[src/rtl/reg_file_clr.sv]
// Parametrised register file: two combinational read ports, one clocked write
// port, and a request-driven engine that zeroes every entry one per cycle.
// Optional write-through forwarding is enabled by defining REGFILE_BYPASS_EN.
module reg_file_clr #(
  parameter int DW       = 4,
  parameter int AW       = 4,
  parameter int ZERO_REG = 1
) (
  input  logic            clk,
  input  logic            rst_n,
  input  logic [3*AW-1:0] instruction,
  input  logic            reg_write,
  input  logic [DW-1:0]   data_write,
  input  logic            clear_req,
  output logic [DW-1:0]   data_read_1,
  output logic [DW-1:0]   data_read_2,
  output logic            busy,
  output logic            clear_done
);

  localparam int DEPTH = 2**AW;
  localparam logic [AW-1:0] PTR_LAST = AW'(DEPTH - 1);

  typedef enum logic [1:0] {
    IDLE  = 2'd0,
    CLEAR = 2'd1,
    DONE  = 2'd2
  } state_t;

  state_t        state;
  logic [AW-1:0] ptr;
  logic [DW-1:0] regs [DEPTH];

  logic [AW-1:0] rd1_addr;
  logic [AW-1:0] rd2_addr;
  logic [AW-1:0] wr_addr;
  logic          wr_is_zero_reg;
  logic          write_en;

  assign rd1_addr       = instruction[3*AW-1:2*AW];
  assign rd2_addr       = instruction[2*AW-1:AW];
  assign wr_addr        = instruction[AW-1:0];
  assign wr_is_zero_reg = (ZERO_REG != 0) && (wr_addr == '0);
  // Writes are dropped outside IDLE and never queued.
  assign write_en       = reg_write && (state == IDLE) && !wr_is_zero_reg;

  // NOTE: sequential state uses non-blocking assignments so every register
  // samples the pre-edge values; blocking here would create ordering races.
  always_ff @(posedge clk or negedge rst_n) begin
    if (!rst_n) begin
      state      <= IDLE;
      ptr        <= '0;
      busy       <= 1'b0;
      clear_done <= 1'b0;
    end else begin
      case (state)
        IDLE: begin
          clear_done <= 1'b0;
          if (clear_req) begin
            state <= CLEAR;
            ptr   <= '0;
            busy  <= 1'b1;
          end
        end
        CLEAR: begin
          if (ptr == PTR_LAST) begin
            state      <= DONE;
            busy       <= 1'b0;
            clear_done <= 1'b1;
          end else begin
            ptr <= ptr + 1'b1;
          end
        end
        DONE: begin
          state      <= IDLE;
          clear_done <= 1'b0;
        end
        default: begin
          state      <= IDLE;
          busy       <= 1'b0;
          clear_done <= 1'b0;
        end
      endcase
    end
  end

  // NOTE: the array is deliberately reset; every entry must read 0 after
  // rst_n, which rules out a plain RAM macro without a reset port.
  always_ff @(posedge clk or negedge rst_n) begin
    if (!rst_n) begin
      for (int i = 0; i < DEPTH; i++) regs[i] <= '0;
    end else if (state == CLEAR) begin
      regs[ptr] <= '0;
    end else if (write_en) begin
      regs[wr_addr] <= data_write;
    end
  end

  // NOTE: each output gets an unconditional default first so no path through
  // the block leaves it unassigned, which would infer a latch.
  always_comb begin
    data_read_1 = regs[rd1_addr];
    data_read_2 = regs[rd2_addr];
`ifdef REGFILE_BYPASS_EN
    if (write_en && (wr_addr == rd1_addr)) data_read_1 = data_write;
    if (write_en && (wr_addr == rd2_addr)) data_read_2 = data_write;
`endif
    if ((ZERO_REG != 0) && (rd1_addr == '0)) data_read_1 = '0;
    if ((ZERO_REG != 0) && (rd2_addr == '0)) data_read_2 = '0;
  end

endmodule

[config.mk]
export PLATFORM = sky130hd
export DESIGN_NAME = reg_file_clr
export DESIGN_NICKNAME = d
export VERILOG_FILES = /design/src/rtl/reg_file_clr.sv
export SDC_FILE = /design/constraint.sdc
export NUM_CORES = 1
export LEC_CHECK = 0
export BUFFER_PORTS_ARGS = -buffer_cell sky130_fd_sc_hd__buf_2
export CAP_MARGIN = 25
export CORE_AREA = 2 2 110 112
export DETAILED_ROUTE_END_ITERATION = 10
export DIE_AREA = 0 0 112 114
export PLACE_DENSITY = 0.62
export SYNTH_ARGS = -nofsm -noshare
export SYNTH_HDL_FRONTEND = slang
export SYNTH_SLANG_ARGS = --single-unit
[constraint.sdc]
create_clock -name clk -period 1.9 [get_ports clk]
set_input_delay 0.285 -clock clk [delete_from_list [all_inputs] [get_ports clk]]
set_output_delay 0.285 -clock clk [all_outputs]
set_load 0.02 [all_outputs]
**Yosys cells after proc, flatten, opt, wreduce, memory -nomap -nowiden**

Cells that the tools add are included.
Widths: inputs -> output; s select.

- Bits of input ports: 20
- Logic and storage cells: 80
- Output and inout port bits: 10
- Flip-flop bits (word level): 72

- Mux-type cells: 26
- Reductions and logical operators: 14
- Magnitude comparators: 6
- $add $sub $neg: 1
- Bitwise gates (word level): 7
- Eq/ne operators: 6

Operators by type and width:

| cell | number |
|---|---|
| $mux 64 | 2 |
| $and 64x64->64 | 1 |
| $bwmux 64 | 1 |
| $not 64->64 | 1 |
| $mux 4 | 10 |
| $bmux 4 s4 | 2 |
| $demux 4 s4 | 2 |
| $ge 5x5->1 const B | 4 |
| $not 4->5 | 4 |
| $logic_not 4->1 | 3 |
| $lt 5x1->1 const B | 2 |
| $pmux 4 s2 | 1 |
| $ne 2x2->1 const B | 3 |
| $reduce_and 3->1 | 2 |
| $add 4x1->4 const B | 1 |
| $eq 4x4->1 const B | 1 |
| $logic_and 1x1->1 | 4 |
| $mux 1 | 4 |
| $mux 2 | 2 |
| $pmux 2 s2 | 1 |
| $reduce_bool 2->1 | 2 |
| $pmux 1 s3 | 1 |
| $eq 2x1->1 const B | 1 |
| $eq 2x2->1 const B | 1 |
| 4 further kinds | 4 |

**Depth between registers and ports, before layout**

Gate-level depths: netlist of run 1.

- Depth after elaboration: 8
- Depth in mapped cells: 6
- Depth with buffers taken out: 5

**Least setup slack after synthesis of run 1**

Ideal clock, no wire load.

- Path type: input -> output
- From: input port instruction[5]
- To: output port data_read_2[2]
- Slack: -92 ps
- Cell stages on the path: 5
- Data arrival time: 1,707 ps
- Data required time: 1,615 ps
- Cells stage by stage: buf_2 buf_1 mux4_2 mux2i_1 a211oi_1

- Longest elaborated chain between the ends: 5

RTL lines:

| element | line | RTL |
|---|---|---|
| from (decl) | 11 | `input logic [3*AW-1:0] instruction,` |
| $not 4->5 (not written as such) | 103 | `data_read_2 = regs[rd2_addr];` |
| $bmux 4 s4 | 103 |  |
| $mux 4 (not written as such) (2 in series) | 103 |  |
| $mux 4 (*) | 109 | `if ((ZERO_REG != 0) && (rd2_addr == '0)) data_read_2 = '0;` |
| to (decl) | 16 | `output logic [DW-1:0] data_read_2,` |

Every way passes the cells marked *; elsewhere a longest branch is shown, timed or not. The select of a mux whose other input is x is not followed.

**Worst setup path in the final report of run 1**

- From: register regs[49] (netlist name)
- To: output port data_read_1[1]

- Longest elaborated chain between the ends: 4

RTL lines:

| element | line | RTL |
|---|---|---|
| from (decl) | 32 | `logic [DW-1:0] regs [DEPTH];` |
| from (signal, indexed assignment) | 95 | `regs[wr_addr] <= data_write;` |
| $bmux 4 s4 | 102 | `data_read_1 = regs[rd1_addr];` |
| $mux 4 (not written as such) (2 in series) | 102 |  |
| $mux 4 | 108 | `if ((ZERO_REG != 0) && (rd1_addr == '0)) data_read_1 = '0;` |
| to (decl) | 15 | `output logic [DW-1:0] data_read_1,` |

Every way passes these cells. The select of a mux whose other input is x is not followed.

==> results of run 1 <==
[worst min-delay path by stage]
stage | end | cells after the start
final | state[0] | 3
after floorplan | busy | 0
after detailed placement | busy | 2
after global placement | busy | 2
after global routing | state[0] | 3
after CTS | state[0] | 3
[worst max-delay path: cells and delay by family (launching register included)]
| kind | cells | cell delay, ns |
|---|---|---|
| mux | 1 | 0.30 |
| simple gates | 1 | 0.07 |
| buf+inv | 1 | 0.13 |
| flops | 1 | 0.42 |
| compound gates | 2 | 0.59 |
[flip-flops by register name (all words and copies together), names as in the netlist]
signal      count
state           2
regs           61
busy            1
ptr             4
clear_done      1
[cells in the mapped netlist]
cell type	n
clkbuf_1	8
nor3_1	10
or2b_1	1
and2_1	3
buf_2	6
buf_6	1
a32o_1	1
mux2_2	6
ha_1	5
mux4_2	23
and3_1	2
buf_12	1
nor3_4	9
nand3_1	5
nand2b_1	6
or3b_1	1
o21ai_0	2
a211oi_1	2
mux2i_1	6
a221o_1	6
nor2b_1	11
inv_1	4
a21oi_2	1
a22o_1	60
nor3b_2	1
nand3b_1	1
dfrtp_1	69
nand2_1	4
buf_1	2
nor3b_1	2
a221oi_1	6
nor2_1	6
nand4b_1	1
a21oi_1	18
xor2_1	2
nor4_4	6
a311oi_1	1
nand4_1	1
[where the power goes]
part           total [mW]  internal, mW  switching, mW
sequential           2.40          1.93          0.466
combinational        2.19          1.15           1.04
clock                1.63          1.04          0.598
[stage by stage]
stage               area (sq um)  setup slack, ns  setup TNS, ns  hold slack (ns)
CTS                         4885          -0.2322         -1.394           0.3370
floorplan                   3948         0.009160              0         -0.01059
global route                4967          -0.2928         -1.861           0.3664
detailed placement          4463          -0.1368        -0.8074           0.3371
finish                      4967          -0.2332         -1.481           0.3315
global placement            4463          -0.1247        -0.8079           0.3257
[layer usage]
| layer | vias up | GRT usage (%) | wire length [um] |
|---|---|---|---|
| met3 | 24 | 3.666 | 727 |
| met2 | 124 | 29.13 | 5447 |
| met1 | 1555 | 25.16 | 4912 |
| li1 | 1346 | - | - |
| met5 | - | 0 | 0 |
| met4 | 0 | 6.585 | 303 |
[logic make-up (layout without fill, tap and decap cells)]
logic type	Yosys count	count (layout)	share of synthesized area [%]
AO/OA/AOI/OAI	97	97	19.83
AND/OR/NAND/NOR	70	70	15.00
flip-flops	69	69	43.85
multiplexers	35	35	16.40
buffers and inverters	22	91	2.892
adder cells (fa/ha/maj)	5	5	1.589
XOR/XNOR	2	2	0.4449
[final cells by class]
| type | instances | area [sq um] |
|---|---|---|
| fillers | 1104 | 6744 |
| flip-flops and latches | 69 | 1727 |
| clock inverters | 2 | 35.03 |
| repair buffers | 73 | 570.5 |
| well taps | 147 | 183.9 |
| clock buffers | 12 | 246.5 |
| multi-input cells | 209 | 2190 |
| inverters | 4 | 15.01 |
[timing repair]
item,4_1_cts,5_1_grt
resized for setup,20,12
hold endpoints to repair,36,0
buffers inserted,7,4
pin swaps,6,2
endpoints found under the setup margin,8,17
hold buffers,1,0
==> impl_metrics.tcl, run 1 <==
set metrics [dict create \
    outcome "finished, violations left" \
    violations "negative setup slack" \
    mostFrequentLayoutCell "dfrtp_1" \
    hold_violations 0 \
    slew_violations 0 \
    cp.required_ns 1.62 \
    skew_ns 0.006240 \
    gp_congestion 0.9185 \
    synth_top_area_share_pct 43.85 \
    dieArea_sq_mm 0.01277 \
    cts.reportedPaths.clkPinSlew_ns 0.06 \
    worstMarginPinSlew_ns 0.5033 \
    dp_cells 490 \
    nets 391 \
    worst-endpoint-arrival_ns 1.85 \
    routed_wl_um 11390 \
    clock_path_buffers 2 \
    hp-start "clear_req" \
    final_cells 516 \
    cp-start-kind "flip-flop" \
    synth_seq_cells 69 \
    yosysTopAreaCell "dfrtp_1" \
    cts.root.buffer_cell "clkbuf_16" \
    num_vias 3049 \
    p_total_mw 6.219 \
    fin_util_pct 42.41 \
    n_antenna_cell 0 \
    worstSetupPathType "flip-flop to output pin" \
    synth.distinct_cells 38 \
    yosysSeqAreaShare_pct 43.85 \
    cts_tree "yes" \
    syn_to_final_growth_pct 26.15 \
    endpoint_kind "output pin" \
    maxCapViolCount 0 \
    crit_path_top_delay_cell "dfrtp_1" \
    relSlewSlack_pct 66.45 \
    r2r_setup_slack_ns 0.08 \
    power.density_mw_per_mm2 1252 \
    drc 0 \
    drt-pass1-iter-count 7 \
    syn_avg_cell_area_sq_um 13.13 \
    critPathCapture "data_read_1[1]" \
    p_leak_nw 2.258 \
    coreArea_sq_mm 0.01171 \
    r2r_end "regs[18]" \
    chipWidth_um 112 \
    synth_nets 325 \
    grt_pass1_vias 3007 \
    ios 30 \
    startpoint "regs[49]" \
    crit_chain "mux2_2, a221oi_2, nor3_2, a221o_1, buf_6" \
    cts_buffers 9 \
    grtUsageTotal_pct 18.32 \
    finalSetupViolCount 8 \
    drive_gt1_share_pct 40.11 \
    io_buffers 29 \
    r2r_cells 5 \
    start_util_pct 33.62 \
    ys_top_cells_by_area "dfrtp_1 (44%), a22o_1 (13%), mux4_2 (13%), nor3_4 (3.7%), nor4_4 (3.2%)" \
    fmax_ghz 0.4688 \
    vias_per_cell 5.909 \
    synth_area_sq_mm 0.003938 \
    fin_crit_ns 2.133 \
    overflow 0 \
    worst_skew_pair.late_latency_ns 0.33 \
    netlist_instances 300 \
    rows 40 \
    first_iter_violations 318 \
    grt_pass1_wl_um 17570 \
    avgRoutedWirePerCell_um 22.07 \
    min_path_type "primary input to flip-flop" \
    rsz0062_at_grt "yes" \
    layout_common_cells "dfrtp_1 (69), a22o_1 (60), buf_4 (40)" \
    crit_path_max_fanout 3 \
    clock_sink_count 69 \
    cpPeakStageDelay_ns 0.42 \
    yosysWarnings 0 \
    final_antenna_net_count 0 \
    die_y_um 114 \
    dp_hpwl_um 8132 \
    ir_worst_vdd_uv 529.9 \
    r2r-start "state[1]" \
    cts_htree_levels 3 \
    setup_ws_ns -0.2332 \
    layout_worst_path_cycle_share_pct 112.3 \
    antenna_found_initial 0 \
    grt_max_degree 70 \
]
No activity file was read; power rests on OpenSTA's default activity.
==> run 2, diff against run 1 <==
- ABC_AREA: default -> 1
- CORE_AREA: 2 2 110 112 -> 2 2 115 117
- DIE_AREA: 0 0 112 114 -> 0 0 117 119
==> run 2 against run 1 <==
Against the previous run: the flow finishes with violations (negative hold slack); sequential power fell by 14%; core utilization fell by 3.1 points; global-route usage rose by 3.6 points; clock power rose by 11%; final area rose by 2.0%; cell count rose by 65%; critical path type is now primary input to output pin; power fell by 4.6%.
==> impl_metrics.tcl, run 2 <==
set metrics [dict create \
    synth_simple_gate_area_share_pct 35.02 \
    hold_violations 21 \
    grt_pass1_vias 4245 \
    clock_sink_count 72 \
    cts_tree "yes" \
    routed_wl_um 14700 \
    worst-endpoint-arrival_ns 1.47 \
    synth_compound_area_share_pct 10.28 \
    async_flop_share_pct 100.0 \
    regMostFlops "regs" \
    netlist_instances 637 \
    violations "negative hold slack" \
    synth_top_family_by_area "simple AND/OR/NAND/NOR gates" \
    mostFrequentLayoutCell "nand2_1" \
    cp.required_ns 1.62 \
    endpoint_kind "output pin" \
    worstSetupPathType "primary input to output pin" \
    syn_avg_cell_area_sq_um 6.804 \
    gp_congestion 0.9202 \
    chipWidth_um 117 \
    synth_top_area_share_pct 41.57 \
    synth_mux_area_share_pct 0 \
    p_total_mw 5.933 \
    p_leak_nw 2.798 \
    ys_top_cells_by_area "dfrtp_1 (42%), nand2_1 (19%), nand3_1 (12%), inv_1 (8.6%), o22ai_1 (8.2%)" \
    clock_path_buffers 2 \
    grt_max_degree 73 \
    ir_worst_vdd_uv 398.1 \
    vias_per_cell 5.156 \
    worst_skew_pair.late_latency_ns 0.33 \
    drt-pass1-iter-count 7 \
    crit_path_max_fanout 16 \
    synthXorXnorAreaFrac_pct 0 \
    skew_ns 0.005240 \
    synth-edff-count 0 \
    multiInputGateArea_sq_mm 0.002026 \
    finalSetupViolCount 0 \
    antenna_found_initial 0 \
    num_vias 4398 \
    outcome "finished, violations left" \
    ios 30 \
    layout_common_cells "nand2_1 (222), nand3_1 (103), inv_1 (99)" \
    cts.reportedPaths.clkPinSlew_ns 0.06 \
    start_util_pct 33.66 \
    grtUsageTotal_pct 21.96 \
    power.density_mw_per_mm2 1171 \
    nets 697 \
    dieArea_sq_mm 0.01392 \
    maxCapViolCount 0 \
    io_buffers 29 \
    layout_worst_path_cycle_share_pct 92.48 \
    fin_crit_ns 1.757 \
    sw_frac_of_total_pct 36.87 \
    final_antenna_net_count 0 \
    rsz0062_at_grt "no" \
    slew_violations 0 \
    synth_seq_cells 72 \
    yosysWarnings 0 \
    synth_area_sq_mm 0.004334 \
    synthFlopType "dfrtp_1" \
    yosysMostFrequentCell "nand2_1" \
    drc 0 \
    seq_power_share_pct 34.8 \
    first_iter_violations 532 \
    ff_latch_area_sq_mm 0.001802 \
    rows 42 \
    p_clk_share_pct 30.5 \
    yosysTopAreaCell "dfrtp_1" \
    power_switching_mw 2.187 \
    cts.root.buffer_cell "clkbuf_16" \
    fill_cells 1350 \
    synthTopCellsByCount "nand2_1 (222), nand3_1 (103), inv_1 (99)" \
    dp_hpwl_um 10670 \
    yosysSeqAreaShare_pct 41.57 \
    internal_power_mw 3.745 \
    synth.distinct_cells 20 \
    cp-start-kind "primary input" \
    cts_resized 0 \
    overflow 0 \
    cts_buffers 9 \
    top_regs "regs: 64 flops, ptr: 4 flops, state: 2 flops" \
    avgRoutedWirePerCell_um 17.23 \
    coreArea_sq_mm 0.01287 \
    largest_reg_flops 64 \
    fin_tns_setup_ns 0 \
    cts_hold_buf 0 \
    synth_fa_ha_area_share_pct 1.443 \
    synth_nets 662 \
    n_antenna_cell 0 \
    syn_to_final_growth_pct 16.92 \
    post_cts_buffers 0 \
    fmax_ghz 0.5691 \
    cts_htree_levels 3 \
    grt_pass1_wl_um 23170 \
    die_y_um 119 \
    relSlewSlack_pct 55.75 \
    combinationalPowerShare_pct 34.6 \
    whs_ns -0.02513 \
    min_path_type "primary input to async pin" \
    drive_gt1_share_pct 9.749 \
    worstMarginPinSlew_ns 0.6631 \
]
==> run 2: changes by cell type after synthesis, sizes merged, moves of 18 or more <==
cell	delta
mux4	-23
inv	+95
nand2	+218
o22ai	+57
nor3	-18
nand3	+98
nor2	+25
a22o	-60
==> run 2: metrics by stage <==
| stage | std cells | util [%] | instance area, sq um | setup WS, ns |
|---|---|---|---|---|
| floorplan | 637 | - | 4334 | 0.2947 |
| global route | 853 | 39.36 | 5067 | 0.009364 |
| finish | 853 | 39.36 | 5067 | 0.1428 |
| CTS | 853 | 39.36 | 5067 | 0.1509 |
| global placement | 837 | 36.91 | 4752 | 0.1791 |
| detailed placement | 837 | 36.91 | 4752 | 0.2066 |
==> run 2: cell type report <==
type,count,share of cell area (%)
multi-input cells,441,39.98
repair buffers,49,6.568
clock buffers,13,4.938
inverters,99,7.333
clock inverters,3,1.284
well taps,176,4.346
flip-flops and latches,72,35.56
==> run 2: cell families after synthesis <==
kind of cell / count (synthesis)
AO/OA/AOI/OAI: 73
adder cells (fa/ha/maj): 5
buffers and inverters: 124
flip-flops: 72
AND/OR/NAND/NOR: 363
==> run 2: critical path, cell delays in order <==
cell	delay [ns]
buf_2	0.16
inv_1	0.06
buf_4	0.24
nand3_1	0.16
nand2_1	0.11
nand2_1	0.05
nand2_1	0.07
inv_1	0.04
a21oi_1	0.13
buf_2	0.18
==> run 2: path summary, 6_finish.rpt <==
kind | from | slack [ns] | to | depth (start not counted)
worst max register to register | state[0] | 0.21 | regs[39] | 6
worst min register to register | regs[1] | 0.47 | regs[1] | 2
max in group asynchronous | rst_n | 1.60 | regs[53] | 2
worst min-delay path | rst_n | -0.03 | regs[25] | 2
min in group clk | data_write[2] | 0.18 | regs[2] | 3
worst max-delay path | instruction[9] | 0.14 | data_read_1[1] | 10
==> run 2: power groups by stage <==
stage          clock [mW]  combinational, mW  sequential (mW)
3_3_place_gp            0               2.00             2.08
5_1_grt              1.91               2.30             2.10
6_report             1.81               2.05             2.07
4_1_cts              1.85               2.04             2.06
2_1_floorplan           0               1.38             2.08
3_5_place_dp            0               2.02             2.09
==> run 2: per-layer routing <==
layer	global-route usage, %	part of all wire (%)	vias up
met2	34.25	47	180
met1	29.22	43	2063
li1	-	-	2116
met5	0	0	-
met4	10.74	4.4	0
met3	3.868	6.2	39
